==> config.mk <==
export PLATFORM = sky130hd
export DESIGN_NAME = uart_echo_fifo
export DESIGN_NICKNAME = d
export VERILOG_FILES = /design/src/rtl/uart_echo_fifo.sv
export SDC_FILE = /design/constraint.sdc
export NUM_CORES = 1
export LEC_CHECK = 0
export CAP_MARGIN = 20
export CORE_UTILIZATION = 37
export DETAILED_ROUTE_END_ITERATION = 10
export PLACE_DENSITY_LB_ADDON = 0.1
export SYNTH_ARGS = -nofsm -noshare
export SYNTH_HDL_FRONTEND = slang
export SYNTH_SLANG_ARGS = --single-unit
==> constraint.sdc <==
create_clock -name clk -period 2.9 [get_ports clk]
set_input_delay 0.58 -clock clk [delete_from_list [all_inputs] [get_ports clk]]
set_output_delay 0.58 -clock clk [all_outputs]
set_load 0.02 [all_outputs]
==> src/rtl/uart_echo_fifo.sv <==
// uart_echo_fifo: byte FIFO in the UART echo path (clk12 domain).
// Takes bytes from uart_rx through the rxvalid/rxack handshake, buffers up
// to 2^DEPTH_LOG2 bytes, and feeds uart_tx through tx_start/tx_busy.
// Optional feature macro: UART_ECHO_FIFO_DROP_EN
//   defined     : a byte offered while full is acknowledged and discarded,
//                 and the sticky overflow flag is set.
//   not defined : a byte offered while full is held off (no rxack) until
//                 space exists; overflow is constant 0.
`timescale 1ns/1ps

module uart_echo_fifo #(
    parameter int DEPTH_LOG2 = 4
) (
    input  logic                  clk,
    input  logic                  rst,
    input  logic [7:0]            rxdata,
    input  logic                  rxvalid,
    output logic                  rxack,
    output logic [7:0]            txdata,
    output logic                  tx_start,
    input  logic                  tx_busy,
    output logic [DEPTH_LOG2:0]   count,
    output logic                  overflow
);

    localparam int                    DEPTH      = 1 << DEPTH_LOG2;
    localparam logic [DEPTH_LOG2:0]   CNT_ONE    = (DEPTH_LOG2+1)'(1'b1);
    localparam logic [DEPTH_LOG2:0]   CNT_ZERO   = (DEPTH_LOG2+1)'(1'b0);
    localparam logic [DEPTH_LOG2:0]   FULL_COUNT = CNT_ONE << DEPTH_LOG2;
    localparam logic [DEPTH_LOG2-1:0] PTR_ONE    = (DEPTH_LOG2)'(1'b1);
    localparam logic [DEPTH_LOG2-1:0] PTR_ZERO   = (DEPTH_LOG2)'(1'b0);

    typedef enum logic [1:0] {
        RX_IDLE = 2'd0,
        RX_ACK  = 2'd1,
        RX_WAIT = 2'd2
    } rx_state_t;

    typedef enum logic [1:0] {
        TX_IDLE  = 2'd0,
        TX_START = 2'd1,
        TX_WAIT  = 2'd2
    } tx_state_t;

    rx_state_t              rx_state_r;
    tx_state_t              tx_state_r;
    logic [DEPTH_LOG2-1:0]  wp_r;
    logic [DEPTH_LOG2-1:0]  rp_r;
    logic [7:0]             mem_r [DEPTH];

    logic                   full_s;
    logic                   empty_s;
    logic                   wr_s;
    logic                   rd_s;
`ifdef UART_ECHO_FIFO_DROP_EN
    logic                   drop_s;
`endif

    // Decode this edge's FIFO write/read (and drop) from FSM states and occupancy
    always_comb begin
        full_s  = (count == FULL_COUNT);
        empty_s = (count == CNT_ZERO);
        wr_s    = (rx_state_r == RX_IDLE) && rxvalid && !full_s;
        rd_s    = (tx_state_r == TX_IDLE) && !empty_s && !tx_busy;
`ifdef UART_ECHO_FIFO_DROP_EN
        drop_s  = (rx_state_r == RX_IDLE) && rxvalid && full_s;
`endif
    end

    // Storage write; contents need no reset because count gates every read
    always_ff @(posedge clk) begin
        if (wr_s) begin
            mem_r[wp_r] <= rxdata;
        end
    end

    // Occupancy: a write and a read on the same edge cancel out
    always_ff @(posedge clk or posedge rst) begin
        if (rst) begin
            count <= CNT_ZERO;
        end else begin
            case ({wr_s, rd_s})
                2'b10:   count <= count + CNT_ONE;
                2'b01:   count <= count - CNT_ONE;
                default: count <= count;
            endcase
        end
    end

    // RX handshake FSM: accept one byte per rxvalid assertion, pulse rxack once
    always_ff @(posedge clk or posedge rst) begin
        if (rst) begin
            rx_state_r <= RX_IDLE;
            rxack      <= 1'b0;
            wp_r       <= PTR_ZERO;
        end else begin
            case (rx_state_r)
                RX_IDLE: begin
                    if (wr_s) begin
                        wp_r       <= wp_r + PTR_ONE;
                        rxack      <= 1'b1;
                        rx_state_r <= RX_ACK;
`ifdef UART_ECHO_FIFO_DROP_EN
                    end else if (drop_s) begin
                        // Byte is acknowledged but not stored
                        rxack      <= 1'b1;
                        rx_state_r <= RX_ACK;
`endif
                    end else begin
                        rxack      <= 1'b0;
                        rx_state_r <= RX_IDLE;
                    end
                end
                RX_ACK: begin
                    rxack      <= 1'b0;
                    rx_state_r <= RX_WAIT;
                end
                RX_WAIT: begin
                    rxack <= 1'b0;
                    // Wait for the receiver to drop rxvalid so one byte is never written twice
                    if (!rxvalid) begin
                        rx_state_r <= RX_IDLE;
                    end else begin
                        rx_state_r <= RX_WAIT;
                    end
                end
                default: begin
                    rxack      <= 1'b0;
                    rx_state_r <= RX_IDLE;
                end
            endcase
        end
    end

    // TX handshake FSM: pop one byte, hold tx_start until the transmitter goes busy
    always_ff @(posedge clk or posedge rst) begin
        if (rst) begin
            tx_state_r <= TX_IDLE;
            tx_start   <= 1'b0;
            txdata     <= 8'h00;
            rp_r       <= PTR_ZERO;
        end else begin
            case (tx_state_r)
                TX_IDLE: begin
                    if (rd_s) begin
                        txdata     <= mem_r[rp_r];
                        rp_r       <= rp_r + PTR_ONE;
                        tx_start   <= 1'b1;
                        tx_state_r <= TX_START;
                    end else begin
                        tx_start   <= 1'b0;
                        tx_state_r <= TX_IDLE;
                    end
                end
                TX_START: begin
                    if (tx_busy) begin
                        tx_start   <= 1'b0;
                        tx_state_r <= TX_WAIT;
                    end else begin
                        tx_start   <= 1'b1;
                        tx_state_r <= TX_START;
                    end
                end
                TX_WAIT: begin
                    tx_start <= 1'b0;
                    // txdata stays put until the transmitter has finished with it
                    if (!tx_busy) begin
                        tx_state_r <= TX_IDLE;
                    end else begin
                        tx_state_r <= TX_WAIT;
                    end
                end
                default: begin
                    tx_start   <= 1'b0;
                    tx_state_r <= TX_IDLE;
                end
            endcase
        end
    end

`ifdef UART_ECHO_FIFO_DROP_EN
    // Sticky record that a byte was discarded while full; cleared only by rst
    always_ff @(posedge clk or posedge rst) begin
        if (rst) begin
            overflow <= 1'b0;
        end else if (drop_s) begin
            overflow <= 1'b1;
        end else begin
            overflow <= overflow;
        end
    end
`else
    assign overflow = 1'b0;
`endif

endmodule

# After elaboration in Yosys (flattened, before gate mapping)
# Memories as Yosys holds them, arrays and structs flattened. A register that Yosys moved wholly into a read port is not among the register bits.
# Cells that the tools add are included.
# totals
regBits	19
latch_bits	0
ramBits	128
rom_bits	0
output_inout_bits	16
wordCells	46
n_memories	1
# classes
n_addsub	4
mul	0
div_mod_pow	0
n_lt_le_gt_ge	0
eq_ne	7
n_shift	0
n_mux	14
bitwise	0
n_reduce_logical	13
# memory_table
name	words	word_bits	rd	rd_ports_with_merged_regs	write_ports	line_no	text
mem_r	16	8	1	1	1	49	logic [7:0] mem_r [DEPTH];
# op_table
op	count
case mux 2 bit (3 select lines)	2
case mux 5 bit (2 select lines)	1
adder 4 x 1 -> 4 bit (second input constant)	2
two-way mux 1 bit	7
equality test 2 x 1 -> 1 bit (second input constant)	3
equality test 2 bit (second input constant)	3
two-way mux 2 bit	3
adder 5 x 1 -> 5 bit (second input constant)	1
equality test 5 bit (second input constant)	1
zero test 5 bit	1
subtractor 5 x 1 -> 5 bit (second input constant)	1
logical AND 1 bit	4
zero test 2 bit	2
AND reduction 2 bit	2
zero test 1 bit	3
case mux 1 bit (2 select lines)	1
nonzero test 2 bit	1

# Logic depth before layout (Yosys ltp)
# Gate-level depths: netlist of run 1.
# depth
ltp_word	6
ltp_mapped	12
mapped_depth_nobuf	9

# Worst setup path after synthesis of run 1
# Ideal clock, no wire load.
# synth_path
kind	register to register
start	reg count[1]
end	reg count[2]
setup_time_ps	137
arrival_time_ps	2737
path_slack_ps	26
stages_incl_launch_ff	13
synth_period_minus_slack_ps	2874
path_cell_list	dfrtp_1 buf_2 or4_4 o21a_1 buf_2 ha_1 clkbuf_1 xor2_1 ha_1 a21oi_1 xor2_1 nor2_1 xor2_1
# synth_via
elab_chain_len	6
word_cells_on_any_way	13
# synth_rtl
element	line_no	text
from (decl)	22	output logic [DEPTH_LOG2:0] count,
from (signal assigned)	83	2'b10: count <= count + CNT_ONE;
from (signal assigned)	84	2'b01: count <= count - CNT_ONE;
from (signal assigned)	85	default: count <= count;
zero test 5 bit	62	empty_s = (count == CNT_ZERO);
zero test 1 bit	64	rd_s = (tx_state_r == TX_IDLE) && !empty_s && !tx_busy;
logical AND 1 bit (2 in a row)	64	
equality test 2 x 1 -> 1 bit or equality test 2 bit (tied branches)	82	case ({wr_s, rd_s})
case mux 5 bit (2 select lines) or nonzero test 2 bit (tied branches)	-	
# Several ways; a longest one is shown, not always the timed one.
# A chain may end at the register's enable or synchronous reset.

# Worst setup path in the final report of run 1
# layout_path
start	reg count[3]
end	reg count[4]
# Same word-level chain as after synthesis.

==> flow_metrics.env, run 1 <==
export IMPL_drt_total_wl_um=12970
export IMPL_critPathRequiredTime_ps=3240
export IMPL_holdCritStartpoint="rx_state_r[1]$_DFF_PP0_"
export IMPL_antenna_found_initial=0
export IMPL_nNetsFinal=398
export IMPL_synth_common_cells="edfxtp_1 (128), dfrtp_1 (26), mux4_1 (23)"
export IMPL_fin_skew_ps=7.762
export IMPL_crit_fanout=8
export IMPL_r2r_start="count[3]$_DFFE_PP0P_"
export IMPL_vias=3152
export IMPL_cp_startpoint="count[3]$_DFFE_PP0P_"
export IMPL_critPathLaunchType="flip-flop"
export IMPL_drc=0
export IMPL_grt_pass1_wl_um=20360
export IMPL_ant_nets=0
export IMPL_cp_endpoint="count[4]$_DFFE_PP0P_"
export IMPL_p_leak_uw=0.002655
export IMPL_syn_area_um2=6259
export IMPL_synthArstFlopShare_pct=16.88
export IMPL_drtIter0Drc=207
export IMPL_fin_crit_ps=2517
export IMPL_ff2ff_path_depth=9
export IMPL_synth_top_cell_area_share_pct=61.42
export IMPL_ys_seq_area_share_pct=71.81
export IMPL_grt_start_max_net_pins=35
export IMPL_grt_use_total_pct=16.50
export IMPL_rows=47
export IMPL_path_cells="or4_4 > o21a_1 > ha_1 > xor2_1 > ha_1 > nor4_1 > nand2_1 > a31oi_1 > xor2_1"
export IMPL_core_area_um2=16520
export IMPL_hold_class="reg2reg"
export IMPL_globalRouteOverflowTotal=0
export IMPL_yosys_warnings=0
export IMPL_cp_depth=9
export IMPL_cts_hold_buffers=0
export IMPL_post_cts_resized=0
export IMPL_drive_gt1_share_pct=20.97
export IMPL_power_density_nw_per_um2=977.8
export IMPL_cp_data_arrival_time_ps=2850
export IMPL_timing_fmax_mhz=397.3
export IMPL_grt_util_met2_pct=26.16
export IMPL_critPathKind="reg2reg"
export IMPL_cts_sinks=154
export IMPL_n_fill_cell=1411
export IMPL_vdd_drop_max_mv=0.6276
export IMPL_clockRootBuffer="clkbuf_16"
export IMPL_clock_path_buffers=2
export IMPL_io_buffers=26
export IMPL_cts_setup_buffers=0
export IMPL_rsz0062_at_grt="no"
export IMPL_die_x_um=132.1
export IMPL_regToRegSetupSlack_ps=380
export IMPL_synth_edff_count=128
export IMPL_vias_per_cell=5.159
export IMPL_die_h_um=132.1
export IMPL_status="finished clean"
export IMPL_die_area_um2=17440
export IMPL_hold_ws_ps=483.0
export IMPL_clkTransAtPathRegs_ps=60
export IMPL_dp_hpwl_um=8035
export IMPL_clock_latency_ps=420
export IMPL_maxSlewViolCount=0
export IMPL_yosysTopAreaCell="edfxtp_1"
export IMPL_ys_flop_type="edfxtp_1"
export IMPL_maxCapViolCount=0
export IMPL_ios=28
export IMPL_antenna_cells=0
export IMPL_cp_end_kind="flip-flop"
export IMPL_crit_buf_inv=0
export IMPL_synth_area_per_cell_um2=19.44
export IMPL_synth_area_top_cells="edfxtp_1 (61%), dfrtp_1 (10%), mux4_1 (9.7%)"
export IMPL_grt_util_met3_pct=2.845
export IMPL_ys_ff_latch=154
export IMPL_busiest_layer="met2"
export IMPL_numCtsBuffers=17
export IMPL_synthCells=322
export IMPL_cp_top_family="simple AND/OR/NAND/NOR gates"
export IMPL_postPlaceCellArea_um2=7027
export IMPL_setup_violations=0
export IMPL_hold_viol=0
export IMPL_cp_slowest_stage_delay_ps=570
export IMPL_worst_pin_slew_ps=597.0
export IMPL_syn_nets=342
export IMPL_drt_pass1_iter_count=5
export IMPL_slowest_stage="or4_4"
export IMPL_cts_tree="done"
export IMPL_fin_crit_sh_pct=86.79
export IMPL_synth_distinct_cells=40
export IMPL_htree_levels=4
export IMPL_start_util_pct=37.87
export IMPL_grt_pass1_vias=3319
export IMPL_gp_congestion=0.7149
export IMPL_wl_per_cell_um=21.22
export IMPL_slew_limit_headroom_pct=60.08
export IMPL_postLayoutCellArea_um2=7617
export IMPL_synth_most_common_cell="edfxtp_1"
export IMPL_syn_to_final_growth_pct=21.71
export IMPL_worstReg2RegEnd="count[4]$_DFFE_PP0P_"
export IMPL_met1_usage_pct=22.87
export IMPL_setup_tns_final_ps=0
## power breakdown
part | switching (uW) | internal (uW)
combinational | 1170 | 1140
sequential | 222 | 2710
clock | 920 | 1290
total | 2310 | 5140
## stage by stage
stage                     cells  setup WS [ps]  total power (uW)  utilization (%)
final                       611          383.0              7448            46.10
after global routing        611          202.2              7823            46.10
after floorplan             322          26.40              4499                -
after CTS                   611          376.8              7534            46.10
after global placement      579          146.4              5300            42.52
after detailed placement    579          94.87              5317            42.52
## how the worst min path moves through the flow
stage,end,cells after the start
floorplan,rx_state_r[1]$_DFF_PP0_,1
global placement,rx_state_r[1]$_DFF_PP0_,1
detailed placement,rx_state_r[1]$_DFF_PP0_,1
CTS,rx_state_r[1]$_DFF_PP0_,1
global route,rx_state_r[1]$_DFF_PP0_,1
finish,rx_state_r[1]$_DFF_PP0_,1
## sequential cells by signal, summed over array words and instances (netlist names)
register / cells
tx_start: 1
rx_state_r: 2
tx_state_r: 2
mem_r: 128
txdata: 8
count: 5
rp_r: 4
wp_r: 4
## cell families after synthesis
| logic type | share of synthesized area [%] |
|---|---|
| compound gates | 3.739 |
| simple gates | 4.099 |
| mux | 14.85 |
| flops | 71.81 |
| other cells | 0.05992 |
| xor+xnor | 1.819 |
| fa+ha+maj | 1.599 |
| buf+inv | 2.019 |
## per-layer routing
metal | part of all wire [%] | wire length [um]
met5 | 0 | 0
met4 | 1.3 | 169
met3 | 3.1 | 406
met2 | 48 | 6286
met1 | 47 | 6104
## placed cells by master (no fill, tap or decap), drive strengths merged, types with 4 or more instances in the layout
cell,netlist,final
and2,13,13
nand2,6,6
inv,5,11
a21oi,10,10
buf,11,28
mux4,32,32
edfxtp,128,128
o22ai,16,16
dfrtp,26,26
ha,8,8
clkbuf,6,18
xnor2,6,6
clkinv,1,4
clkdlybuf4s50,0,26
mux2,10,10
xor2,7,7
nor3b,5,5
## area by class of cell
type	count	area, um2	share of cell area [%]
sequential	154	4496	59.02
multi-input combinational	145	1638	21.50
timing repair buffer	54	595.6	7.819
clock buffer	18	429.2	5.634
tap	220	275.3	3.614
clock inverter	14	161.4	2.119
inverter	6	22.52	0.2957
Note: power is estimated with default switching activity, not from simulation.
==> run 2: changes to the inputs <==
--- a/config.mk
+++ b/config.mk
@@ -5,8 +5,11 @@
 export SDC_FILE = /design/constraint.sdc
 export NUM_CORES = 1
 export LEC_CHECK = 0
+export ABC_AREA = 1
 export CAP_MARGIN = 20
-export CORE_UTILIZATION = 37
+export CELL_PAD_IN_SITES_DETAIL_PLACEMENT = 0
+export CELL_PAD_IN_SITES_GLOBAL_PLACEMENT = 1
+export CORE_UTILIZATION = 43
 export DETAILED_ROUTE_END_ITERATION = 10
 export PLACE_DENSITY_LB_ADDON = 0.1
 export SYNTH_ARGS = -nofsm -noshare
==> run 2 against run 1 <==
Against the previous run: die area decreased by 5.1%; sequential cell count unchanged; final area up 6.1%; final cell count increased by 58%; non-clock buffer count down 2; worst hold slack worse by 4.3 ps; critical endpoint unchanged; largest cell class unchanged; highest routed layer unchanged.
==> flow_metrics.env, run 2 <==
export IMPL_status="finished clean"
export IMPL_clock_path_buffers=2
export IMPL_ant_nets=0
export IMPL_dp_hpwl_um=9721
export IMPL_nNetsFinal=759
export IMPL_largest_register_ffs=128
export IMPL_ios=28
export IMPL_fin_crit_ps=2286
export IMPL_post_route_util_pct=52.38
export IMPL_rows=45
export IMPL_grt_start_max_net_pins=68
export IMPL_crit_top_cell="nand2_1"
export IMPL_vias_per_cell=4.775
export IMPL_cts_tree="done"
export IMPL_p_seq_share_pct=36.1
export IMPL_ys_seq_area_share_pct=65.18
export IMPL_cts_setup_buffers=0
export IMPL_worst_pin_slew_ps=757.0
export IMPL_ys_ff_latch=154
export IMPL_synthArstFlopShare_pct=16.88
export IMPL_cp_data_arrival_time_ps=2590
export IMPL_wl_met1_um=7133
export IMPL_die_x_um=128.6
export IMPL_combPwrFrac_pct=34.0
export IMPL_timing_fmax_mhz=437.5
export IMPL_cts_sinks=154
export IMPL_setup_violations=0
export IMPL_mostFrequentLayoutCell="nand2_1"
export IMPL_worstReg2RegEnd="count[4]$_DFFE_PP0P_"
export IMPL_regToRegSetupSlack_ps=610
export IMPL_ff2ff_path_depth=15
export IMPL_synth_area_per_cell_um2=9.865
export IMPL_synth_most_common_cell="nand2_1"
export IMPL_r2r_start="count[2]$_DFFE_PP0P_"
export IMPL_drive_gt1_share_pct=7.979
export IMPL_gp_congestion=0.8322
export IMPL_vdd_drop_max_mv=0.4928
export IMPL_globalRouteOverflowTotal=0
export IMPL_htree_levels=4
export IMPL_post_cts_resized=0
export IMPL_cp_end_kind="flip-flop"
export IMPL_fin_crit_sh_pct=78.82
export IMPL_drt_total_wl_um=15190
export IMPL_synth_top_cell_area_share_pct=55.74
export IMPL_core_area_um2=15430
export IMPL_mostFrequentLayoutCells="nand2_1 (241), edfxtp_1 (128), inv_1 (118), nand3_1 (101), clkdlybuf4s50_1 (26)"
export IMPL_cp_top_family="simple AND/OR/NAND/NOR gates"
export IMPL_p_leak_uw=0.003574
export IMPL_synth_distinct_cells=26
export IMPL_ys_flop_type="edfxtp_1"
export IMPL_multi_input_area_um2=1768
export IMPL_critPathKind="reg2reg"
export IMPL_crit_buf_inv=1
export IMPL_synth_area_top_cells="edfxtp_1 (56%), nand2_1 (13%), dfrtp_1 (9.4%)"
export IMPL_drtIter0Drc=270
export IMPL_critPathLaunchType="flip-flop"
export IMPL_hold_class="reg2reg"
export IMPL_dr_wl_met2_um=7254
export IMPL_grt_pass1_wl_um=24840
export IMPL_syn_to_final_growth_pct=17.20
export IMPL_antenna_cells=0
export IMPL_swShare_pct=35.65
export IMPL_vias=4598
export IMPL_largest_register="mem_r"
export IMPL_syn_nets=719
export IMPL_die_h_um=128.6
export IMPL_crit_fanout=5
export IMPL_grt_pass1_vias=4502
export IMPL_maxSlewViolCount=0
export IMPL_synth_edff_count=128
export IMPL_top_regs="mem_r (128), txdata (8), count (5)"
export IMPL_synth_common_cells="nand2_1 (241), edfxtp_1 (128), inv_1 (118)"
export IMPL_cp_endpoint="count[4]$_DFFE_PP0P_"
export IMPL_rsz0062_at_grt="no"
export IMPL_intPower_uw=5077
export IMPL_ff_latch_area_um2=4496
export IMPL_drc=0
export IMPL_holdPathStages=1
export IMPL_cp_startpoint="count[2]$_DFFE_PP0P_"
export IMPL_fin_skew_ps=8.796
export IMPL_yosys_warnings=0
export IMPL_slew_limit_headroom_pct=49.53
export IMPL_start_util_pct=44.70
export IMPL_maxCapViolCount=0
export IMPL_cp_slowest_stage_delay_ps=430
export IMPL_clock_power_share_pct=29.9
export IMPL_hold_viol=0
export IMPL_critPathRequiredTime_ps=3210
export IMPL_p_sw_uw=2813
export IMPL_setup_tns_final_ps=0
export IMPL_clockRootBuffer="clkbuf_16"
export IMPL_yosysTopAreaCell="edfxtp_1"
export IMPL_numCtsBuffers=17
export IMPL_power_density_nw_per_um2=976.3
export IMPL_wl_met3_um=605
export IMPL_n_fill_cell=1411
export IMPL_path_cells="nor4_2 > nand2_1 > nand2_2 > inv_2 > ha_1 > xor2_1 > ha_1 > a21oi_1 > nor2_1 > nand2_1 > nand2_1 > nand2_1 > nand2_1 > nand2_1 > nand2_1"
export IMPL_slowest_stage="dfrtp_1"
export IMPL_grt_use_total_pct=20.50
export IMPL_wl_per_cell_um=15.77
export IMPL_antenna_found_initial=0
export IMPL_top_layer="met4"
export IMPL_drt_pass1_iter_count=5
export IMPL_cp_depth=15
export IMPL_cts_hold_buffers=0
export IMPL_syn_area_um2=6895
export IMPL_io_buffers=26
export IMPL_synthCells=699
export IMPL_clkTransAtPathRegs_ps=60
export IMPL_clock_latency_ps=420
export IMPL_die_area_um2=16550
## run 2: stage by stage
step | std cells | cell area [um2] | hold slack, ps | setup slack [ps] | power [uW]
2_1_floorplan | 699 | 6895 | 444.0 | 463.6 | 4705
3_3_place_gp | 931 | 7450 | 465.0 | 313.1 | 5535
3_5_place_dp | 931 | 7450 | 469.4 | 200.5 | 5589
4_1_cts | 963 | 8082 | 484.0 | 593.7 | 7952
5_1_grt | 963 | 8082 | 507.5 | 407.6 | 8412
6_report | 963 | 8082 | 478.7 | 614.1 | 7890
## run 2: layout make-up
class,instances,share of cell area (%)
flip-flops and latches,154,55.63
inverters,121,5.620
well taps,211,3.267
repair buffers,52,5.790
clock buffers,18,5.310
multi-input cells,393,21.88
clock inverters,14,2.508
## run 2: worst min path at each step
| stage | end | slack, ps | startpoint |
|---|---|---|---|
| 3_5_place_dp | txdata[2]$_DFFE_PP0P_ | 470 | txdata[2]$_DFFE_PP0P_ |
| 6_report | rx_state_r[1]$_DFF_PP0_ | 480 | rx_state_r[1]$_DFF_PP0_ |
| 3_3_place_gp | rx_state_r[1]$_DFF_PP0_ | 470 | rx_state_r[1]$_DFF_PP0_ |
| 4_1_cts | txdata[2]$_DFFE_PP0P_ | 480 | txdata[2]$_DFFE_PP0P_ |
| 5_1_grt | txdata[7]$_DFFE_PP0P_ | 510 | txdata[7]$_DFFE_PP0P_ |
| 2_1_floorplan | rx_state_r[1]$_DFF_PP0_ | 440 | rx_state_r[1]$_DFF_PP0_ |
## run 2: routing by layer
metal / vias to the layer above / global-route usage (%)
met5: - / 0
met3: 15 / 3.493
li1: 2315 / -
met2: 104 / 33.77
met1: 2164 / 27.73
met4: 0 / 6.505
## run 2: cell families after synthesis
family	synth area share, %
AOI/OAI and AO/OA	0.8890
buffers and inverters	9.182
xor gates and xnor gates	1.016
other	0.05438
DFF	65.18
and+or+nand+nor	22.23
adders and majority gates	1.452
## run 2: power groups by stage
| stage | clock network (uW) | registers (uW) | logic (uW) |
|---|---|---|---|
| floorplan | 0 | 2970 | 1740 |
| global placement | 0 | 2880 | 2650 |
| detailed placement | 0 | 2900 | 2690 |
| CTS | 2390 | 2850 | 2710 |
| global route | 2480 | 2890 | 3040 |
| finish | 2360 | 2850 | 2680 |
==> run 3: changes to the inputs <==
--- a/config.mk
+++ b/config.mk
@@ -9,7 +9,7 @@
 export CAP_MARGIN = 20
 export CELL_PAD_IN_SITES_DETAIL_PLACEMENT = 0
 export CELL_PAD_IN_SITES_GLOBAL_PLACEMENT = 1
-export CORE_UTILIZATION = 43
+export CORE_UTILIZATION = 45
 export DETAILED_ROUTE_END_ITERATION = 10
 export PLACE_DENSITY_LB_ADDON = 0.1
 export SYNTH_ARGS = -nofsm -noshare
==> constraint.sdc (replaced) <==
create_clock -name clk -period 2.2 [get_ports clk]
set_input_delay 0.44 -clock clk [delete_from_list [all_inputs] [get_ports clk]]
set_output_delay 0.44 -clock clk [all_outputs]
set_load 0.02 [all_outputs]
==> run 3 against run 2 <==
Against the previous run: register-to-register slack worse by 480 ps; critical path depth unchanged; clock skew down 1.3 ps; global-route usage up 0.83 points; sequential cell count unchanged; critical endpoint unchanged; highest routed layer unchanged.
==> flow_metrics.env, run 3 (synthesized netlist as in run 2, its figures left out) <==
export IMPL_ant_nets=0
export IMPL_combPwrFrac_pct=36.6
export IMPL_p_leak_uw=0.003595
export IMPL_fin_skew_ps=7.534
export IMPL_cts_hold_buffers=0
export IMPL_largest_register_ffs=128
export IMPL_grt_pass1_vias=4486
export IMPL_cp_data_arrival_time_ps=2380
export IMPL_slowest_stage="dfrtp_2"
export IMPL_clockRootBuffer="clkbuf_16"
export IMPL_fin_crit_ps=2067
export IMPL_vdd_drop_max_mv=0.7588
export IMPL_io_buffers=26
export IMPL_r2r_start="count[0]$_DFFE_PP0P_"
export IMPL_gp_congestion=0.7822
export IMPL_critPathRequiredTime_ps=2520
export IMPL_path_cells="nor4_4 > nand2_1 > nand2_2 > inv_2 > ha_4 > xor2_2 > ha_2 > a21oi_2 > nor2_2 > nand2_1 > nand2_1 > nand2_1 > nand2_1 > nand2_1 > nand2_1"
export IMPL_swShare_pct=38.29
export IMPL_htree_levels=4
export IMPL_slew_limit_headroom_pct=51.56
export IMPL_crit_fanout=2
export IMPL_grt_pass1_wl_um=25040
export IMPL_drive_gt1_share_pct=11.13
export IMPL_grt_use_total_pct=21.33
export IMPL_power_density_nw_per_um2=1265
export IMPL_grt_start_max_net_pins=68
export IMPL_setup_violations=0
export IMPL_antenna_cells=0
export IMPL_hold_ws_ps=368.2
export IMPL_clkTransAtPathRegs_ps=60
export IMPL_critPathKind="reg2reg"
export IMPL_worst_pin_slew_ps=724.3
export IMPL_status="finished clean"
export IMPL_numCtsBuffers=17
export IMPL_clock_power_share_pct=26.5
export IMPL_p_sw_uw=3929
export IMPL_antenna_found_initial=0
export IMPL_cts_tree="done"
export IMPL_layout_setup_ws_ps=132.9
export IMPL_power_total_uw=10260
export IMPL_top_regs="mem_r (128), txdata (8), count (5)"
export IMPL_wl_per_cell_um=16.41
export IMPL_ios=28
export IMPL_drc=0
export IMPL_p_seq_share_pct=36.9
export IMPL_maxCapViolCount=0
export IMPL_fin_crit_sh_pct=93.96
export IMPL_rsz0062_at_grt="yes"
export IMPL_globalRouteOverflowTotal=0
export IMPL_rows=44
export IMPL_crit_top_cell="nand2_1"
export IMPL_start_util_pct=46.74
export IMPL_preCtsSetupSlack_ps=-203.1
export IMPL_die_x_um=125.8
export IMPL_hold_class="in2async"
export IMPL_drt_pass1_iter_count=5
export IMPL_mostFrequentLayoutCells="nand2_1 (240), edfxtp_1 (128), inv_1 (118), nand3_1 (101), buf_4 (36)"
export IMPL_clock_path_buffers=2
export IMPL_syn_to_final_growth_pct=17.69
export IMPL_die_area_um2=15820
export IMPL_cp_slowest_stage_delay_ps=420
export IMPL_cp_end_kind="flip-flop"
export IMPL_nNetsFinal=771
export IMPL_vias=4669
export IMPL_core_area_um2=14750
export IMPL_cts_sinks=154
export IMPL_largest_register="mem_r"
export IMPL_maxSlewViolCount=0
export IMPL_die_h_um=125.8
export IMPL_clock_latency_ps=420
export IMPL_hold_viol=0
export IMPL_dp_hpwl_um=9997
export IMPL_intPower_uw=6334
export IMPL_drt_total_wl_um=15560
export IMPL_mostFrequentLayoutCell="nand2_1"
export IMPL_cp_startpoint="count[0]$_DFFE_PP0P_"
export IMPL_vias_per_cell=4.925
export IMPL_drtIter0Drc=346
export IMPL_critPathLaunchType="flip-flop"
export IMPL_timing_fmax_mhz=483.8
run 3: worst max-delay path, delay by kind of cell, from the launching register on:
kind	cells	cell delay (ps)
xor gates and xnor gates	1	150
buffers and inverters	1	50
DFF	1	420
AOI/OAI and AO/OA	1	140
adders and majority gates	2	340
and+or+nand+nor	10	870
run 3: final timing paths:
kind	slack [ps]	cells after the start	to
min in group clk	480	1	rx_state_r[1]$_DFF_PP0_
setup / recovery	130	15	count[4]$_DFFE_PP0P_
hold reg to reg	480	1	rx_state_r[1]$_DFF_PP0_
setup reg to reg	130	15	count[4]$_DFFE_PP0P_
hold / removal	370	2	count[0]$_DFFE_PP0P_
max in group asynchronous	1290	3	wp_r[2]$_DFFE_PP0P_
run 3: final cells by class:
type                       instances  area [um2]
inverter                         121       454.2
sequential                       154        4501
fill                            1316        6639
timing repair buffer              64       570.5
multi-input combinational        393        1808
clock inverter                    15       126.4
tap                              184       230.2
clock buffer                      17       425.4
run 3: what timing repair did:
| item | CTS | global route |
|---|---|---|
| buffers inserted | 0 | 0 |
| setup endpoints to repair | 0 | 1 |
| gates resized for setup | 0 | 3 |
run 3: per-stage QoR:
| stage | setup TNS [ps] | instances | instance area [um2] | utilization [%] |
|---|---|---|---|---|
| after floorplan | -125.3 | 699 | 6938 | - |
| after global placement | -255.1 | 916 | 7550 | 51.17 |
| after detailed placement | -474.2 | 916 | 7550 | 51.17 |
| after CTS | 0 | 948 | 8102 | 54.91 |
| after global routing | -28.10 | 948 | 8115 | 55.00 |
| final | 0 | 948 | 8115 | 55.00 |
run 3: per-layer routing:
metal	up-vias	part of all wire [%]	track usage [%]	wire [um]
met2	139	46	32.65	7183
met3	12	5.4	4.758	840
met1	2172	47	30.57	7339
li1	2346	-	-	-
met4	0	1.3	6.237	197
met5	-	0	0	0
run 3: power by group through the flow:
stage          clock (uW)  combinational, uW  sequential [uW]
2_1_floorplan           0               2340             3920
3_3_place_gp            0               3710             3820
3_5_place_dp            0               3750             3830
4_1_cts              2780               3770             3780
5_1_grt              2930               4220             3830
6_report             2720               3750             3790
==> RTL change 1 (config.mk and constraints of run 1) <==
Change the parameter `DEPTH_LOG2` from 4 to 2.
--- a/src/rtl/uart_echo_fifo.sv
+++ b/src/rtl/uart_echo_fifo.sv
@@ -9,7 +9,7 @@
 `timescale 1ns/1ps
 
 module uart_echo_fifo #(
-    parameter int DEPTH_LOG2 = 4
+    parameter int DEPTH_LOG2 = 2
 ) (
     input  logic                  clk,
     input  logic                  rst,
Ports: changed (resized count); port bits go from 28 to 26. The function was not compared with the original's and may differ.
==> RTL change 1 against run 1 <==
  * Sequential cell count down 101
  * Cell area shrank 67%
  * Power decreased by 67%
  * Clock skew down 0.0025 ns
  * Sequential share of layout area down 0.21 points
  * Highest routed layer unchanged
  * Maximum frequency rose by 11%
  * Wire length decreased by 75%
  * Critical path depth grew 1
  * Worst setup slack better by 0.25 ns
  * Combinational power is 62% lower
  * Largest cell class unchanged
  * Synthesized cell count is 64% lower
  * Synthesized area is 66% lower
  * Register-to-register slack improved by 0.58 ns
  * Hold slack about the same
==> RTL change 1: results (changes against run 1) <==
Pwr
  • VDD IR-drop max: 0.3101 mV (-51%)
  • Leakage: 0.0009451 uW (-64%)
  • NetSw: 803.7 uW (-65%)

Clocking
  • Cts bufs inserted: 5 (-12)
  • Root Buffer: clkbuf_8
  • Post-CTS Resized: 0 (unchanged)
  • H-tree levels: 2 (-2)
  • Clk_lat worst skew: 0.30 ns (-0.12 ns)
  • Postcts setup bufs: 0 (unchanged)
  • Clock buffer depth: 2 (unchanged)
  • Worst-path clk slew: 0.09 ns (+0.03 ns)

Layout
  • Nets: 162 (-59%)
  • Share of post-route cells with drive strength above 1: 0.2207 (+0.01097)
  • Largest regs: mem_r x32, txdata x8, count x3
  • Final Instance Count excl. Fillers: 217 (-64%)

Synthesis
  • Synth Warn #: 0 (unchanged)
  • Largest cells by area after synthesis: edfxtp_1, dfrtp_1, mux4_2, mux2_2, ha_1
  • Mapped Cells: 115 (-64%)
  • Post-synth EDFFs: 32 (-75%)
  • Syn nets: 133 (-61%)
  • Seq/Total Area, Yosys: 0.7013 (-0.01681)
  • Commonest cells in the netlist: edfxtp_1, dfrtp_1, inv_1, mux2_2, mux4_2
  • Synth unique cells: 27 (-33%)
  • Asr flop ratio synth: 0.3962 (+0.2274)

Global route
  • Initial antenna violation count: 0 (unchanged)
  • First-pass GRT wire length: 5244 um (-74%)
  • Total track usage: 0.1232 (-0.04178)
  • Number of global-route vias before repair: 1061 (-68%)
  • Pin count of the biggest net entering global routing: 22 (-37%)

STA
  • Slew headroom: 0.4161 (-0.1846)
  • WHS: 0.4830 ns (+0.000004000 ns)
  • Worst Clk Skew: 0.005311 ns (-0.002451 ns)
  • Setup TNS: 0 ns (unchanged)
  • Min Tclk post-route: 2.269 ns (-0.2478 ns)

Worst setup path
  • Setup slack, reg-to-reg: 0.96 ns (+0.58 ns)
  • R2R depth: 9 (unchanged)
  • Worst Path Arrival: 2.46 ns (-0.39 ns)
  • Slowest CP cell: clkdlybuf4s50_1
  • Worst r2r src: rx_state_r[0]
  • CP top delay family: buffers and inverters
  • Worst path max stage delay: 0.47 ns (-0.10 ns)
  • CP Max Fanout: 2 (-6)
  • Reg2reg end: count[2]

Placed design
  • Post-DP HPWL: 2110 um (-74%)
  • Area post-placement: 2437 um^2 (-65%)
  • Final RePlAce weighted congestion: 0.6865 (-4.0%)
  • Number of I/O port buffers: 24 (-7.7%)
  • Pre-CTS WS: 0.3091 ns (+0.2142 ns)
  • Placed cells: 209 (-64%)

Min path
  • Hold Path Class: register to register
  • WHS Endpoint: rx_state_r[1]
  • Worst Hold Launch: rx_state_r[0]
  • Worst hold stages: 1 (unchanged)

Status
  • Status: completed

Route
  • DR iter-0 viols: 76 (-63%)
  • Pre-Repair DR Iteration Count: 4 (-1)
  • DR vias/cell: 4.668 (-9.5%)
  • Average wire per standard cell: 15.04 um (-29%)
RTL change 1: cell types whose count changed in the layout (fill, tap and decap cells not counted), moves of 12 or more:
cell and delta:
edfxtp_1 -96, mux4_1 -23, clkbuf_16 -17, o22ai_1 -16, buf_4 -16, and2_1 -12
RTL change 1: layer usage:
layer  GRT usage  vias to the layer above  wire [um]
met4     0.06792                        0         57
met1      0.1464                      505       1423
met5           0                        -          0
li1            -                      477          -
met3     0.02941                        6        110
met2      0.2053                       25       1672
RTL change 1: worst max path at each step:
stage | cells after the start | from | slack, ns | endpoint
global route | 10 | tx_busy | 0.49 | count[2]
floorplan | 10 | tx_busy | 0.76 | count[2]
CTS | 10 | tx_busy | 0.63 | count[2]
global placement | 10 | rxvalid | 0.32 | count[2]
detailed placement | 10 | rxvalid | 0.31 | count[2]
finish | 10 | rxvalid | 0.63 | count[2]
RTL change 1: logic make-up (layout without fill, tap and decap cells):
kind of cell	after synthesis	count (layout)	share of synthesized area
buf+inv	12	42	0.02715
other cells	1	1	0.001769
xor+xnor	7	7	0.02893
simple gates	15	15	0.04487
fa+ha+maj	6	6	0.03896
compound gates	2	2	0.01299
flops	53	53	0.7013
mux	19	19	0.1440
RTL change 1: area by class of cell:
cell class,count,area [um^2]
inverters,8,30.03
multi-input cells,50,575.6
well taps,72,90.09
flip-flops and latches,53,1486
clock buffers,5,68.82
fillers,498,2979
repair buffers,26,255.2
clock inverters,3,21.27
RTL change 1: power groups by stage:
stage	Combinational [uW]	Sequential [uW]	Clock (uW)
CTS	898	1210	428
detailed placement	895	1230	0
floorplan	557	1240	0
global route	959	1240	461
finish	878	1200	411
global placement	885	1220	0
==> RTL change 2 (settings of run 1) <==
Made on the original files. Encoding of `rx_state_t`: now one-hot (3 bits for 3 states).
--- a/src/rtl/uart_echo_fifo.sv
+++ b/src/rtl/uart_echo_fifo.sv
@@ -30,10 +30,10 @@
     localparam logic [DEPTH_LOG2-1:0] PTR_ONE    = (DEPTH_LOG2)'(1'b1);
     localparam logic [DEPTH_LOG2-1:0] PTR_ZERO   = (DEPTH_LOG2)'(1'b0);
 
-    typedef enum logic [1:0] {
-        RX_IDLE = 2'd0,
-        RX_ACK  = 2'd1,
-        RX_WAIT = 2'd2
+    typedef enum logic [2:0] {
+        RX_IDLE = 3'b001,
+        RX_ACK  = 3'b010,
+        RX_WAIT = 3'b100
     } rx_state_t;
 
     typedef enum logic [1:0] {
Formal check against the unedited RTL: same outputs for any inputs over 10 cycles, from zero or initial values and one cycle with rst high; not proved beyond that.
==> RTL change 2 against run 1 <==
  * Utilization fell by 0.87 points
  * Highest routed layer unchanged
  * Via count fell by 2.8%
  * Synthesized area rose by 1.3%
  * Count of clock-buffer cells in the layout rose by 6
  * Maximum frequency fell by 0.35%
  * Sequential cell count rose by 2
  * Worst setup slack got worse by 0.0088 ns
  * Clock skew barely moved
  * Cell area fell by 1.2%
  * Sequential share of layout area rose by 1.4 points
  * Wire length fell by 7.9%
  * Power rose by 1.6%
==> RTL change 2: results (changes against run 1) <==
Global route
  • Met2 usage in global routing: 0.2403 (-0.02135)
  • First-pass GRT wire length: 18970 um (-6.8%)
  • M3 GR Usage: 0.03027 (+0.001818)
  • Total track usage: 0.1493 (-0.01561)
  • Number of global-route vias before repair: 3176 (-4.3%)
  • Routing usage on met1: 0.1987 (-0.02995)

Synthesis
  • Asr flop ratio synth: 0.1795 (+0.01066)
  • Commonest cells in the netlist: edfxtp_1, dfrtp_1, mux4_2
  • Synth unique cells: 35 (-13%)
  • Largest cells by area after synthesis: edfxtp_1, dfrtp_1, mux4_2, mux4_1, mux2i_1
  • Syn nets: 359 (+5.0%)
  • Seq/Total Area, Yosys: 0.7173 (-0.0008373)

STA
  • Worst Clk Skew: 0.007862 ns (+0.00009917 ns)
  • Slew @ Worst Pin: 0.5880 ns (-0.008993 ns)

Min path
  • Worst hold stages: 2 (+1)

Placed design
  • Pre-CTS WS: 0.1900 ns (+0.09508 ns)
  • Area post-placement: 6929 um^2 (-1.4%)
  • Final RePlAce weighted congestion: 0.7076 (-1.0%)

Worst setup path
  • Slowest CP cell: nor4_1
  • CP Max Fanout: 5 (-3)
  • R2R depth: 10 (+1)

Route
  • Final WL: 11940 um (-7.9%)
  • DR iter-0 viols: 170 (-18%)
  • DR vias: 3064 (-2.8%)
  • Pre-Repair DR Iteration Count: 4 (-1)

Pwr
  • Leakage: 0.002651 uW (-0.17%)

Layout
  • Nets: 408 (+2.5%)
  • Filler cell count: 1451 (+2.8%)
  • Share of post-route cells with drive strength above 1: 0.2070 (-0.002736)

Status
  • Status: completed
==> RTL change 2: changes by cell type after synthesis, sizes merged, moves of 3 or more <==
cell | run 1 | this run
nor3 | 3 | 7
o21ai | 2 | 9
nor2 | 2 | 9
nor4 | 2 | 6
mux2i | 1 | 15
nor3b | 5 | 0
and2 | 13 | 5
a21o | 3 | 0
o22ai | 16 | 0
a21oi | 10 | 6
nand2 | 6 | 19
inv | 5 | 10
buf | 11 | 14
==> RTL change 2: tightest hold or removal path: cells and delay by family, from the launching register on <==
family / cells / cell delay (ns)
flops: 1 / 0.34
compound gates: 1 / 0.06
simple gates: 1 / 0.04
==> RTL change 2: area by class of cell <==
type                    count  area, um^2  share of cell area
clock inverters             8       146.4             0.01945
clock buffers              24       451.7             0.06001
multi-input cells         153        1617              0.2148
inverters                  10       37.54            0.004987
well taps                 220       275.3             0.03657
flip-flops and latches    156        4547              0.6041
repair buffers             50       452.9             0.06017
==> RTL change 2: path summary, 6_finish.rpt <==
check	start	end	slack [ns]
max	count[3]	count[4]	0.37
min	txdata[7]	txdata[7]	0.48
max reg2reg	count[3]	count[4]	0.37
min reg2reg	txdata[7]	txdata[7]	0.48
max in group asynchronous	rst	rx_state_r[0]	2.04
min in group asynchronous	rst	txdata[5]	0.54
==> RTL change 2: kinds of logic (layout without fill, tap and decap cells) <==
group	after synthesis	after routing	synth area share
muxes	56	56	0.1593
adders and majority gates	8	8	0.01580
and+or+nand+nor	55	55	0.04265
DFF	156	156	0.7173
other	1	1	0.0005917
buffers and inverters	30	92	0.02764
AOI/OAI and AO/OA	20	20	0.01876
xor gates and xnor gates	13	13	0.01797
==> RTL change 2: layer usage <==
metal / vias up / part of all wire
met5: - / 0
met1: 1585 / 0.46
met4: 0 / 0.0075
li1: 1422 / -
met3: 7 / 0.031
met2: 50 / 0.50
==> RTL change 2: where the power goes <==
| part | switching (uW) | total (uW) | leakage [uW] | internal (uW) |
|---|---|---|---|---|
| clock network | 822 | 2260 | 0.000286 | 1440 |
| registers | 224 | 2970 | 0.00149 | 2750 |
| logic | 1180 | 2330 | 0.000871 | 1160 |
| total | 2220 | 7570 | 0.00265 | 5350 |
==> RTL change 2: per-stage QoR <==
stage            util  cells
3_3_place_gp   0.4164    589
4_1_cts        0.4523    621
5_1_grt        0.4523    621
6_report       0.4523    621
2_1_floorplan       -    339
3_5_place_dp   0.4164    589
